<file path="src/rtl/acc_pkg.sv">
// Shared definitions for the op-decoded accumulator: opcodes and FSM states.
package acc_pkg;

    localparam logic [2:0] OP_NOP  = 3'd0;
    localparam logic [2:0] OP_LOAD = 3'd1;
    localparam logic [2:0] OP_ADD  = 3'd2;
    localparam logic [2:0] OP_SUB  = 3'd3;
    localparam logic [2:0] OP_AND  = 3'd4;
    localparam logic [2:0] OP_OR   = 3'd5;
    localparam logic [2:0] OP_MUL  = 3'd6;
    localparam logic [2:0] OP_CLR  = 3'd7;

    typedef enum logic [0:0] {
        ST_IDLE = 1'b0,
        ST_MUL  = 1'b1
    } acc_state_t;

endpackage

</file>
<file path="src/rtl/acc_mul_seq.sv">
// Iterative unsigned shift-and-add multiplier datapath, one multiplier bit per edge.
// o_product is the product including the current iteration, so the owner can commit it on the last edge.
module acc_mul_seq
    import acc_pkg::*;
#(
    parameter int E_BITS = 16
) (
    input  logic                  i_clock,
    input  logic                  i_reset,
    input  logic                  i_start,
    input  logic                  i_step,
    input  logic [E_BITS-1:0]     i_a,
    input  logic [E_BITS-1:0]     i_b,
    output logic [2*E_BITS-1:0]   o_product,
    output logic                  o_last_iter
);

    localparam int CW = $clog2(E_BITS + 1);

    logic [2*E_BITS-1:0] r_mcand;
    logic [E_BITS-1:0]   r_mplier;
    logic [2*E_BITS-1:0] r_prod;
    logic [CW-1:0]       r_cnt;
    logic [2*E_BITS-1:0] w_prod_next;

    assign w_prod_next = r_mplier[0] ? (r_prod + r_mcand) : r_prod;
    assign o_product   = w_prod_next;
    assign o_last_iter = (r_cnt == CW'(E_BITS - 1));

    always_ff @(negedge i_clock) begin
        if (i_reset) begin
            r_mcand  <= '0;
            r_mplier <= '0;
            r_prod   <= '0;
            r_cnt    <= '0;
        end else if (i_start) begin
            r_mcand  <= {{E_BITS{1'b0}}, i_a};
            r_mplier <= i_b;
            r_prod   <= '0;
            r_cnt    <= '0;
        end else if (i_step) begin
            r_prod   <= w_prod_next;
            r_mcand  <= r_mcand << 1;
            r_mplier <= r_mplier >> 1;
            r_cnt    <= r_cnt + 1'b1;
        end
    end

endmodule

</file>
<file path="src/rtl/acc_unit.sv">
// Op-decoded accumulator with registered zero/neg/ovf flags and a multi-cycle multiply.
// All state updates on the falling edge of i_clock; i_reset is synchronous and active-high.
module acc_unit
    import acc_pkg::*;
#(
    parameter int E_BITS = 16,
    parameter bit SAT_EN = 1'b0
) (
    input  logic              i_clock,
    input  logic              i_reset,
    input  logic              i_enable,
    input  logic [2:0]        i_op,
    input  logic [E_BITS-1:0] i_operand,
    output logic [E_BITS-1:0] o_acc,
    output logic              o_busy,
    output logic              o_done,
    output logic              o_zero,
    output logic              o_neg,
    output logic              o_ovf
);

    localparam int MSB = E_BITS - 1;
    localparam logic [E_BITS-1:0] SAT_MAX = {1'b0, {(E_BITS-1){1'b1}}};
    localparam logic [E_BITS-1:0] SAT_MIN = {1'b1, {(E_BITS-1){1'b0}}};

    acc_state_t r_state, w_next_state;

    logic [E_BITS-1:0]   r_acc;
    logic                r_done, r_zero, r_neg, r_ovf;

    logic                w_wr;
    logic [E_BITS-1:0]   w_val;
    logic                w_ovf;
    logic                w_start;
    logic                w_done;
    logic [E_BITS-1:0]   w_sum, w_diff, w_sat;
    logic                w_add_ovf, w_sub_ovf;
    logic [2*E_BITS-1:0] w_product;
    logic                w_last_iter;

    assign w_sum     = r_acc + i_operand;
    assign w_diff    = r_acc - i_operand;
    assign w_add_ovf = (r_acc[MSB] == i_operand[MSB]) && (w_sum[MSB] != r_acc[MSB]);
    assign w_sub_ovf = (r_acc[MSB] != i_operand[MSB]) && (w_diff[MSB] != r_acc[MSB]);
    // On signed overflow the true result always carries the accumulator's sign.
    assign w_sat     = r_acc[MSB] ? SAT_MIN : SAT_MAX;

    acc_mul_seq #(.E_BITS(E_BITS)) u_mul (
        .i_clock     (i_clock),
        .i_reset     (i_reset),
        .i_start     (w_start),
        .i_step      (r_state == ST_MUL),
        .i_a         (r_acc),
        .i_b         (i_operand),
        .o_product   (w_product),
        .o_last_iter (w_last_iter)
    );

    always_comb begin
        w_next_state = r_state;
        w_wr         = 1'b0;
        w_val        = r_acc;
        w_ovf        = 1'b0;
        w_start      = 1'b0;
        w_done       = 1'b0;
        case (r_state)
            ST_IDLE: begin
                if (i_enable) begin
                    case (i_op)
                        OP_LOAD: begin
                            w_wr  = 1'b1;
                            w_val = i_operand;
                        end
                        OP_ADD: begin
                            w_wr  = 1'b1;
                            w_ovf = w_add_ovf;
                            w_val = (SAT_EN && w_add_ovf) ? w_sat : w_sum;
                        end
                        OP_SUB: begin
                            w_wr  = 1'b1;
                            w_ovf = w_sub_ovf;
                            w_val = (SAT_EN && w_sub_ovf) ? w_sat : w_diff;
                        end
                        OP_AND: begin
                            w_wr  = 1'b1;
                            w_val = r_acc & i_operand;
                        end
                        OP_OR: begin
                            w_wr  = 1'b1;
                            w_val = r_acc | i_operand;
                        end
                        OP_MUL: begin
                            w_start      = 1'b1;
                            w_next_state = ST_MUL;
                        end
                        OP_CLR: begin
                            w_wr  = 1'b1;
                            w_val = '0;
                        end
                        default: ;
                    endcase
                end
            end
            ST_MUL: begin
                if (w_last_iter) begin
                    w_wr         = 1'b1;
                    w_val        = w_product[E_BITS-1:0];
                    w_ovf        = |w_product[2*E_BITS-1:E_BITS];
                    w_done       = 1'b1;
                    w_next_state = ST_IDLE;
                end
            end
            default: w_next_state = ST_IDLE;
        endcase
    end

    always_ff @(negedge i_clock) begin
        if (i_reset) begin
            r_state <= ST_IDLE;
            r_acc   <= '0;
            r_done  <= 1'b0;
            r_zero  <= 1'b1;
            r_neg   <= 1'b0;
            r_ovf   <= 1'b0;
        end else begin
            r_state <= w_next_state;
            r_done  <= w_done;
            if (w_wr) begin
                r_acc  <= w_val;
                r_zero <= (w_val == '0);
                r_neg  <= w_val[MSB];
                r_ovf  <= w_ovf;
            end
        end
    end

    assign o_acc  = r_acc;
    assign o_busy = (r_state == ST_MUL);
    assign o_done = r_done;
    assign o_zero = r_zero;
    assign o_neg  = r_neg;
    assign o_ovf  = r_ovf;

endmodule

</file>
<file path="config.mk">
export PLATFORM = sky130hd
export DESIGN_NAME = acc_unit
export DESIGN_NICKNAME = d
export VERILOG_FILES = /design/src/rtl/acc_pkg.sv /design/src/rtl/acc_mul_seq.sv /design/src/rtl/acc_unit.sv
export SDC_FILE = /design/constraint.sdc
export NUM_CORES = 1
export LEC_CHECK = 0
export CAP_MARGIN = 5
export CORE_AREA = 2 2 129 181
export DETAILED_ROUTE_END_ITERATION = 10
export DIE_AREA = 0 0 131 183
export GPL_ROUTABILITY_DRIVEN = 0
export PLACE_DENSITY = 0.67
export SETUP_SLACK_MARGIN = 0.1
export SLEW_MARGIN = 20
export SYNTH_ARGS = -nofsm -noshare
export SYNTH_HDL_FRONTEND = slang
export SYNTH_SLANG_ARGS = --single-unit
</file>
<file path="constraint.sdc">
create_clock -name i_clock -period 4 [get_ports i_clock]
set_clock_uncertainty 0.15 [all_clocks]
set_input_delay 0.4 -clock i_clock [delete_from_list [all_inputs] [get_ports i_clock]]
set_output_delay 0.4 -clock i_clock [all_outputs]
set_load 0.01 [all_outputs]
</file>
Yosys cells after proc, flatten, opt, wreduce, memory -nomap -nowiden
Cells that the tools add are included.
Operators by class
  $add $sub $neg: 4
  eq/ne operators: 12
  muxes and demuxes: 22
  bitwise operators: 3
  reductions and logical operators: 8
Operators with widths (count)
  2-to-1 mux 16 bit: 6
  one-hot mux 16 bit (6 select lines): 1
  adder 32 bit: 1
  2-to-1 mux 32 bit: 1
  one-hot mux 16 bit (2 select lines): 1
  adder 16 bit: 1
  AND 16 bit: 1
  logical NOT 16 bit: 1
  bitwise OR 16 bit: 1
  OR reduction 16 bit: 1
  subtractor 16 bit: 1
  equality test 3 bit, second input constant: 4
  2-to-1 mux 1 bit: 9
  one-hot mux 1 bit (2 select lines): 4
  equality test 3 x 2 -> 1 bit, second input constant: 2
  OR reduction 6 bit: 1
  adder 5 x 1 -> 5 bit, second input constant: 1
  equality test 5 x 4 -> 1 bit, second input constant: 1
  OR reduction 2 bit: 2
  equality test 3 x 1 -> 1 bit, second input constant: 1
  inequality test 1 bit: 3
  logical AND 1 bit: 2
  nonzero test 2 bit: 1
  equality test 1 bit: 1
  inverter 1 bit: 1
Word-level totals
  bits in registers: 106
  input port bits: 22
  output and inout port bits: 21
  word-level logic and storage cells: 60

Logic depth before layout (Yosys ltp)
  word-level depth: 6
  depth in mapped cells: 14

Hierarchy
Synthesis repeated with hierarchy kept, for this count alone.
Second synthesis, totals
  cells, all modules: 1115
  area, all modules: 8780.9 sq um
Modules (own cells, without submodules)
  acc_mul_seq: instances 1, cells an instance 645, area an instance 5332.6 sq um
  acc_unit: instances 1, cells an instance 470, area an instance 3448.3 sq um

==> out/qor.yml <==
status: "complete, but fails checks"
failed_checks: "negative setup slack"
core-area_mm2: 0.0224
drc: 0
hp-class: "flop to flop"
num_vias: 10441
critPathCaptureType: "flop"
cts_max_level: 3
drtPass1Iterations: 8
final_cell_area_mm2: 0.0132
dp_hpwl_mm: 21.3
syn-num-nets: 1325
yosysSeqAreaShare_pct: 24.0
reg2reg_from: "u_mul.r_mcand[0]$_SDFFE_NP0P_"
grt_pass1_vias: 10189
initial_utilization_pct: 39.1
cp_slowest_cell: "fa_2"
path_clk_slew_ns: 0.05
wirelength_mm: 33.5
antenna_found_initial: 0
cp_top_family: "compound AO/OA/AOI/OAI gates"
ys_types: 65
postPlaceCellArea_mm2: 0.0108
max_stage_delay_ns: 0.41
min_to: "u_mul.r_prod[21]$_SDFFE_NP0P_"
worstPathRequired_ns: 2.20
crit_chain: "buf_8 -> ha_4 -> inv_2 -> fa_2 -> mux2i_1 -> xnor2_1 -> a2bb2oi_1 -> a211oi_2 -> o211ai_1 -> nor4_4 -> o2111ai_2 -> nor4_1 -> nand4_1 -> o31ai_1"
dp_cells: 1649
critPathMaxFanout: 3
hold_viol: 0
cts_tree: "yes"
yosysTopAreaCellShare_pct: 24.0
r2r_cells: 14
dieWidth_um: 131
regArea_mm2: 0.00211
syn2layout_area_growth_pct: 51.1
reg2reg_slack_ns: 0.28
crit_arrival_ns: 3.07
setup_viol: 98
drtIter0Drc: 684
min_from: "u_mul.r_prod[21]$_SDFFE_NP0P_"
cts_hold_buf: 0
grt_max_degree: 79
antenna_cells: 0
synth_seq_cells: 105
die_h_um: 183
core.rowCount: 65
grt_use_total_pct: 25.3
ys_async_sr_fraction_pct: 0
synth.avg_cell_area_um2: 7.19
ios: 43
instances_no_fill: 1818
cts.sinks: 105
clock_path_buffers: 2
setup_ws_ns: -0.874
synth_area_mm2: 0.00875
cts_made_buffers: 9
holdWs_ns: 0.316
synthCells: 1217
maxSlewHeadroom_pct: 38.2
critPathLaunchType: "primary input"
clock_latency_ns: 0.45
leakage_uw: 0.00594
io_buffer_count: 42
yosysWarnings: 0
vias_per_cell: 5.74
final_nets: 1620
synth_edf_count: 0
synth_ff_type: "dfxtp_1"
peakVddDrop_mv: 0.219
layout-drive-gt1-share_pct: 29.9
avgRoutedWirePerCell_um: 18.4
worstMarginPinSlew_ns: 0.928
grt-ovfl-total: 0
fillers: 1906
path_buf_inv: 2
grt_pass1_wl_mm: 48.4
regToRegEndpoint: "o_zero$_SDFFE_NP1P_"
power.density_mw_per_mm2: 252
place_ws_ns: -1.82
hold_path_depth: 2
netlist_top_cells_area: "dfxtp_1, ha_1, a21oi_1"
path_class: "primary input to flop"
netlist_top_cells_count: "nor2_1, a21oi_1, dfxtp_1"
rsz0062_at_grt: "true"
multi_input_area_mm2: 0.00721
root_buffer: "clkbuf_16"
die_area_mm2: 0.0240
cap_violations: 0
synth_most_common_cell: "nor2_1"
antenna_left: 0
final_max_slew_viol_count: 0
synth_top_area_cell: "dfxtp_1"
-- per-stage QoR --
step | total power, uW | utilization [%] | setup TNS (ns)
finish | 3330 | 59.1 | -15.84
global route | 3540 | 59.1 | -20.70
CTS | 3220 | 54.7 | -6.14
detailed placement | 1920 | 48.4 | -87.63
global placement | 1920 | 48.4 | -83.68
floorplan | 1650 | - | -5.41
-- registers in the layout, indices dropped and copies added, names as in the netlist --
| register | cells |
|---|---|
| o_acc | 16 |
| o_busy | 1 |
| o_done | 1 |
| o_ovf | 1 |
| o_zero | 1 |
| u_mul.r_cnt | 5 |
| u_mul.r_mcand | 32 |
| u_mul.r_mplier | 16 |
| u_mul.r_prod | 32 |
-- layout make-up --
class | count | share of cell area, %
Sequential cell | 105 | 16.0
Clock buffer | 9 | 1.70
Timing Repair Buffer | 258 | 19.6
Multi-Input combinational cell | 970 | 54.6
Clock inverter | 112 | 3.54
Inverter | 63 | 1.85
Tap cell | 301 | 2.85
-- layer usage --
| layer | vias up | routed length, um | global-route usage, % |
|---|---|---|---|
| li1 | 4898 | - | - |
| met1 | 4941 | 12500 | 27.1 |
| met2 | 437 | 16600 | 44.4 |
| met3 | 165 | 1920 | 5.81 |
| met4 | 0 | 2410 | 15.3 |
| met5 | - | 0 | 0 |
-- timing repair --
item                                    CTS  global route
resized for setup                       151           157
endpoints found under the setup margin  114           107
pin swaps                                55            88
gates cloned                              3            15
buffers inserted                         18            15
-- kinds of logic (layout without fill, tap and decap cells) --
kind of cell | Yosys count | after routing | synth area share [%]
compound gates | 382 | 382 | 26.9
buf+inv | 142 | 442 | 6.45
mux | 36 | 36 | 4.16
xor+xnor | 40 | 40 | 4.00
flops | 105 | 105 | 24.0
simple gates | 426 | 426 | 21.9
fa+ha+maj | 86 | 86 | 12.5
-- worst min-delay path: stages (launching register included) --
cell	delay, ns
dfxtp_1	0.31
nand2_1	0.06
a21oi_1	0.05
-- worst max path at each step --
| stage | from | to | slack (ns) | cells after the start |
|---|---|---|---|---|
| finish | i_operand[0] | o_zero$_SDFFE_NP1P_ | -0.87 | 14 |
| global route | i_operand[0] | o_zero$_SDFFE_NP1P_ | -1.04 | 14 |
| CTS | i_operand[1] | o_zero$_SDFFE_NP1P_ | -0.90 | 13 |
| detailed placement | i_operand[1] | o_ovf$_SDFFE_NP0P_ | -1.82 | 13 |
| global placement | i_operand[1] | o_ovf$_SDFFE_NP0P_ | -1.78 | 13 |
| floorplan | i_operand[1] | o_ovf$_SDFFE_NP0P_ | -0.88 | 12 |
-- report_power, final --
| part | switching [uW] | internal [uW] | total [uW] |
|---|---|---|---|
| registers | 17.0 | 1070 | 1090 |
| clock network | 761 | 585 | 1350 |
| logic | 471 | 424 | 896 |
| total | 1250 | 2080 | 3330 |
-- cells in the final DEF, fill, tap and decap left out, types with 11 or more instances in the layout --
| cell type | n |
|---|---|
| nand4_1 | 14 |
| inv_1 | 154 |
| ha_1 | 59 |
| clkbuf_16 | 21 |
| xnor2_1 | 24 |
| nand2_1 | 100 |
| nand3_1 | 17 |
| o21ai_0 | 35 |
| nor3_1 | 15 |
| nor2_2 | 34 |
| nor2b_1 | 11 |
| buf_4 | 154 |
| a21oi_1 | 126 |
| mux2i_1 | 33 |
| a21o_1 | 15 |
| ha_4 | 19 |
| buf_6 | 32 |
| nor2_1 | 153 |
| a211oi_1 | 11 |
| o211ai_1 | 18 |
| xor2_1 | 14 |
| dlygate4sd2_1 | 14 |
| dfxtp_1 | 101 |
| a22oi_1 | 11 |
| inv_2 | 12 |
| a21oi_2 | 46 |
(Power assumes the default switching activity.)
==> edit 1: new RTL, same settings <==
`E_BITS` is set to 16 in 2 places; all go to 8.
--- a/src/rtl/acc_mul_seq.sv
+++ b/src/rtl/acc_mul_seq.sv
@@ -3,7 +3,7 @@
 module acc_mul_seq
     import acc_pkg::*;
 #(
-    parameter int E_BITS = 16
+    parameter int E_BITS = 8
 ) (
     input  logic                  i_clock,
     input  logic                  i_reset,
--- a/src/rtl/acc_unit.sv
+++ b/src/rtl/acc_unit.sv
@@ -3,7 +3,7 @@
 module acc_unit
     import acc_pkg::*;
 #(
-    parameter int E_BITS = 16,
+    parameter int E_BITS = 8,
     parameter bit SAT_EN = 1'b0
 ) (
     input  logic              i_clock,
Interface: changed (resized i_operand and o_acc); port bits go from 43 to 27. No check against the original RTL was run, so the function may have changed too.
==> edit 1 against the unedited design <==
  * The run still ends with negative setup slack left
  * Sequential share of layout area is 1.8 points higher
  * Total power is 48% lower
  * Clock power is 50% lower
  * Setup slack better by 450 ps
  * Critical path depth is 3 lower
  * Critical path type unchanged
  * Area after synthesis is 50% lower
  * Design area is 52% lower
  * Wire length is 61% lower
  * Sequential cell count is 49 lower
  * Final cell count is 44% lower
  * Global-route usage is 14 points lower
==> edit 1: results <==
[worst_setup_path]
r2r.worst_path.cells = 11
worst_flop_to_flop_path_startpoint = "u_mul.r_mcand[0]$_SDFFE_NP0P_"
reg2reg_to = "o_ovf$_SDFFE_NP0P_"
worst_ep_arrival_time_ps = 2590
cpLargestDelayFamily = "compound AO/OA/AOI/OAI gates"
regToRegSetupSlack_ps = 1050

[placement]
placed_cells_incl_taps = 940
post-dp-hpwl_mm = 9.66
port-buffer-count = 26
post-place-ws_ps = -1280

[global_routing]
grt_pass1_wl_mm = 21.3
gr-usage-all-layers = 0.110
grt_start_max_net_pins = 58
initial_antenna_violation_count = 0
first_global_vias = 4696

[logic_synthesis]
synthArstFlopShare = 0
proportion_of_synthesized_chip_area_in_sequential_cells = 0.254
ys_top_cells_by_area = "sky130_fd_sc_hd__dfxtp_1 (25%), sky130_fd_sc_hd__ha_1 (11%), sky130_fd_sc_hd__nor2_1 (8.5%), sky130_fd_sc_hd__a21oi_1 (6.7%), sky130_fd_sc_hd__mux2i_1 (3.6%)"
count_of_unique_library_cells_instantiated_by_yosys = 78
syn_inst = 569
ys_top_cells_by_count = "sky130_fd_sc_hd__nor2_1 (100), sky130_fd_sc_hd__a21oi_1 (59), sky130_fd_sc_hd__dfxtp_1 (56)"
syn-num-nets = 625

[layout]
layout.nets = 769
post_route_cells_drive_above_1_share = 0.255
top_regs = "u_mul.r_mcand: 16 flops, u_mul.r_prod: 16 flops"
final_cells = 1015

[timing]
worstMarginPinSlew_ps = 677
worst_slack_ps = -423
final.setup.tns_ps = -1320
report.final.setup_viol = 6

[min_path]
worst_hold_path.endpoint = "u_mul.r_prod[0]$_SDFFE_NP0P_"
hold_depth = 2
hold_start = "u_mul.r_prod[0]$_SDFFE_NP0P_"

[routing]
routed_vias = 4619
dr.first_iter.drc_count = 191
drt_pass1_iterations = 5
avgRoutedWirePerCell_um = 12.8

[clocking]
clock_insertion_delay_worst_skew_ps = 380
htree_num_levels = 2
cts-buffers-inserted = 5
cts_max_path_buffers = 2
cts.clk_slew.worst_paths_ps = 30

[outcome]
status = "finished with violations"
failed_checks = "negative setup slack"

[power]
power.ir.vdd_worst_v = 0.000159
power.static_leakage_nw = 2.71
## edit 1: timing repair
action | CTS | global route
pin swaps | 29 | 29
gates resized for setup | 67 | 31
endpoints found under the setup margin | 57 | 32
endpoints found under the hold margin | 0 | 0
buffers inserted | 9 | 5
## edit 1: cell type report
class / instances / area [um2]
fill: 2378 / 16000
sequential: 56 / 1130
clock inverter: 59 / 244
clock buffer: 5 / 125
timing repair buffer: 115 / 1010
tap: 301 / 377
multi-input combinational: 450 / 3330
inverter: 29 / 124
## edit 1: how the worst max path moves through the flow
stage | cells after the start | to | startpoint | slack, ps
after floorplan | 10 | o_zero$_SDFFE_NP1P_ | i_operand[0] | -510
after global placement | 11 | o_zero$_SDFFE_NP1P_ | i_operand[0] | -1280
after detailed placement | 11 | o_zero$_SDFFE_NP1P_ | i_operand[0] | -1280
after CTS | 11 | o_zero$_SDFFE_NP1P_ | i_operand[1] | -480
after global routing | 11 | o_zero$_SDFFE_NP1P_ | i_operand[0] | -500
final | 11 | o_zero$_SDFFE_NP1P_ | i_operand[0] | -420
## edit 1: kinds of logic after synthesis
family,share of synthesized area
compound gates,0.276
xor+xnor,0.0357
flops,0.254
simple gates,0.208
mux,0.0363
buf+inv,0.0657
fa+ha+maj,0.124
## edit 1: where the power goes
group	internal [mW]	total, mW	switching (mW)
combinational	0.228	0.450	0.222
clock	0.315	0.681	0.366
sequential	0.576	0.592	0.0158
## edit 1: tightest hold or removal path: cells and delay by family, from the launching register on
family | cells | cell delay (ps)
DFF | 1 | 310
and+or+nand+nor | 1 | 60
AOI/OAI and AO/OA | 1 | 50
## edit 1: routing by layer
| layer | vias to the layer above | global-route usage | part of all wire |
|---|---|---|---|
| li1 | 2324 | - | - |
| met1 | 2170 | 0.117 | 0.41 |
| met2 | 99 | 0.200 | 0.53 |
| met3 | 26 | 0.0239 | 0.038 |
| met4 | 0 | 0.0536 | 0.028 |
| met5 | - | 0 | 0 |
## edit 1: metrics by stage
step	hold WS [ps]	cell area [um2]
2_1_floorplan	291	4550
3_3_place_gp	311	5620
3_5_place_dp	318	5620
4_1_cts	324	6180
5_1_grt	352	6330
6_report	325	6330
==> edit 2: new RTL, config.mk and constraints unchanged <==
Made on the original files. Make the reset (`i_reset`) asynchronous in 2 clocked blocks.
--- a/src/rtl/acc_mul_seq.sv
+++ b/src/rtl/acc_mul_seq.sv
@@ -27,7 +27,7 @@
     assign o_product   = w_prod_next;
     assign o_last_iter = (r_cnt == CW'(E_BITS - 1));
 
-    always_ff @(negedge i_clock) begin
+    always_ff @(negedge i_clock or posedge i_reset) begin
         if (i_reset) begin
             r_mcand  <= '0;
             r_mplier <= '0;
--- a/src/rtl/acc_unit.sv
+++ b/src/rtl/acc_unit.sv
@@ -114,7 +114,7 @@
         endcase
     end
 
-    always_ff @(negedge i_clock) begin
+    always_ff @(negedge i_clock or posedge i_reset) begin
         if (i_reset) begin
             r_state <= ST_IDLE;
             r_acc   <= '0;
Function: differs if i_reset is asserted again (counterexample within 4 cycles, from zero or initial values and one cycle with i_reset high); with i_reset held inactive, the same outputs for 10 cycles.
==> edit 2 against the unedited design <==
  * The run still ends with negative setup slack left
  * Setup slack worse by 660 ps
  * Die area stayed put
  * Area after synthesis is 0.50% higher
  * Sequential cell count stayed put
  * Design area is 8.5% lower
  * Wire length is 12% lower
  * Register-to-register slack worse by 330 ps
  * Critical endpoint is now o_acc[3]$_DFFE_NP0P_
Power is not compared: it rests on default switching activity, and its combinational part moved more than twofold at a synthesized area within 25%.
==> edit 2: results <==
[outcome]
status = "finished with violations"
failed_checks = "negative setup slack"

[logic_synthesis]
compound_gate_fraction_of_synth_area = 0.284
synth_xor_area_frac = 0.0328
syn-num-nets = 1228
synthArstFlopShare = 1.00
synth_mux_area_frac = 0.0209
ys_top_cells_by_count = "sky130_fd_sc_hd__nand2_1 (145), sky130_fd_sc_hd__a21oi_1 (114), sky130_fd_sc_hd__o21ai_0 (110)"
syn_inst = 1120
count_of_unique_library_cells_instantiated_by_yosys = 72
ys_top_cells_by_area = "sky130_fd_sc_hd__dfrtn_1 (30%), sky130_fd_sc_hd__ha_1 (12%), sky130_fd_sc_hd__a21oi_1 (6.5%), sky130_fd_sc_hd__o21ai_0 (6.3%), sky130_fd_sc_hd__nand2_1 (6.2%)"
post_synth_fa_ha_maj_area_fraction = 0.125
proportion_of_synthesized_chip_area_in_sequential_cells = 0.299

[layout]
post_route_cells_drive_above_1_share = 0.261
fillers = 2007
layout.nets = 1430

[routing]
dr.first_iter.drc_count = 655
drt_pass1_iterations = 5
drt-vias-per-instance = 5.73
totalWireLength_mm = 29.6
avgRoutedWirePerCell_um = 18.2

[timing]
final.setup.tns_ps = -11510
worst_slack_ps = -1540
timing.slew.headroom = 0.298
report.final.setup_viol = 15

[global_routing]
grt_start_max_net_pins = 71
grt_use_met3 = 0.0403
groute.layer.met1.usage = 0.287
grt_pass1_wl_mm = 47.5
gr-usage-all-layers = 0.251
first_global_vias = 9350
groute.layer.met2.usage = 0.449

[worst_setup_path]
worst_flop_to_flop_path_startpoint = "u_mul.r_prod[0]$_DFFE_NP0P_"
crit_path_start = "i_operand[2]"
worst_ep_arrival_time_ps = 3600
cp_max_fanout = 5

[power]
power.static_leakage_nw = 5.52
power.ir.vdd_worst_v = 0.000335

[min_path]
min_path_type = "register to register"
hold_start = "u_mul.r_mplier[15]$_DFFE_NP0P_"

[placement]
post-dp-hpwl_mm = 21.3
postPlaceCellArea_um2 = 10900
placed_cells_incl_taps = 1570
post-place-ws_ps = -2480

[clocking]
clock_insertion_delay_worst_skew_ps = 360
-- edit 2: timing repair --
item | 4_1_cts | 5_1_grt
endpoints found under the setup margin | 121 | 35
hold buffers | 0 | 0
hold endpoints to repair | 0 | 0
setup buffers | 40 | 4
pin swaps | 36 | 22
resized for setup | 135 | 43
-- edit 2: routing by layer --
metal,part of all wire,vias up,routed length (um)
met5,0,-,0
met4,0.046,0,1360
met3,0.042,96,1240
met2,0.52,336,15400
met1,0.39,4456,11600
li1,-,4443,-
-- edit 2: worst paths after layout --
check                                                 endpoint  slack [ps]  cells after the start
max in group asynchronous                   o_zero$_DFFE_NP1P_        1100                      3
worst min-delay path            u_mul.r_mplier[14]$_DFFE_NP0P_         280                      2
worst max-delay path                      o_acc[3]$_DFFE_NP0P_       -1540                     23
min in group asynchronous         u_mul.r_prod[17]$_DFFE_NP0P_        2240                      3
worst min register to register  u_mul.r_mplier[14]$_DFFE_NP0P_         280                      2
worst max register to register              o_zero$_DFFE_NP1P_         -50                     12
-- edit 2: worst max-delay path, stage by stage --
cell	delay, ps
sky130_fd_sc_hd__clkdlybuf4s15_2	210
sky130_fd_sc_hd__buf_4	140
sky130_fd_sc_hd__ha_1	220
sky130_fd_sc_hd__buf_4	180
sky130_fd_sc_hd__a21oi_1	150
sky130_fd_sc_hd__o21ai_1	90
sky130_fd_sc_hd__xnor2_1	230
sky130_fd_sc_hd__o21ai_1	110
sky130_fd_sc_hd__buf_4	160
sky130_fd_sc_hd__buf_4	120
sky130_fd_sc_hd__buf_4	120
sky130_fd_sc_hd__buf_4	120
sky130_fd_sc_hd__buf_4	120
sky130_fd_sc_hd__buf_4	120
sky130_fd_sc_hd__buf_4	130
sky130_fd_sc_hd__buf_4	120
sky130_fd_sc_hd__buf_4	120
sky130_fd_sc_hd__buf_4	130
sky130_fd_sc_hd__buf_4	120
sky130_fd_sc_hd__buf_4	120
sky130_fd_sc_hd__buf_4	120
sky130_fd_sc_hd__buf_4	120
sky130_fd_sc_hd__buf_4	120
-- edit 2: area by class of cell --
cell class / count / area, um2 / area share
Multi-Input combinational cell: 892 / 6370 / 0.527
Sequential cell: 105 / 2630 / 0.217
Timing Repair Buffer: 253 / 2130 / 0.176
Tap cell: 301 / 377 / 0.0311
Inverter: 60 / 245 / 0.0203
Clock buffer: 11 / 233 / 0.0192
Clock inverter: 6 / 108 / 0.00890
-- edit 2: where the power goes --
| part | leakage [nW] | internal [mW] | switching, mW |
|---|---|---|---|
| sequential | 1.37 | 1.48 | 0.327 |
| clock | 0.169 | 0.614 | 0.406 |
| combinational | 3.98 | 2.53 | 2.95 |
| total | 5.52 | 4.62 | 3.68 |
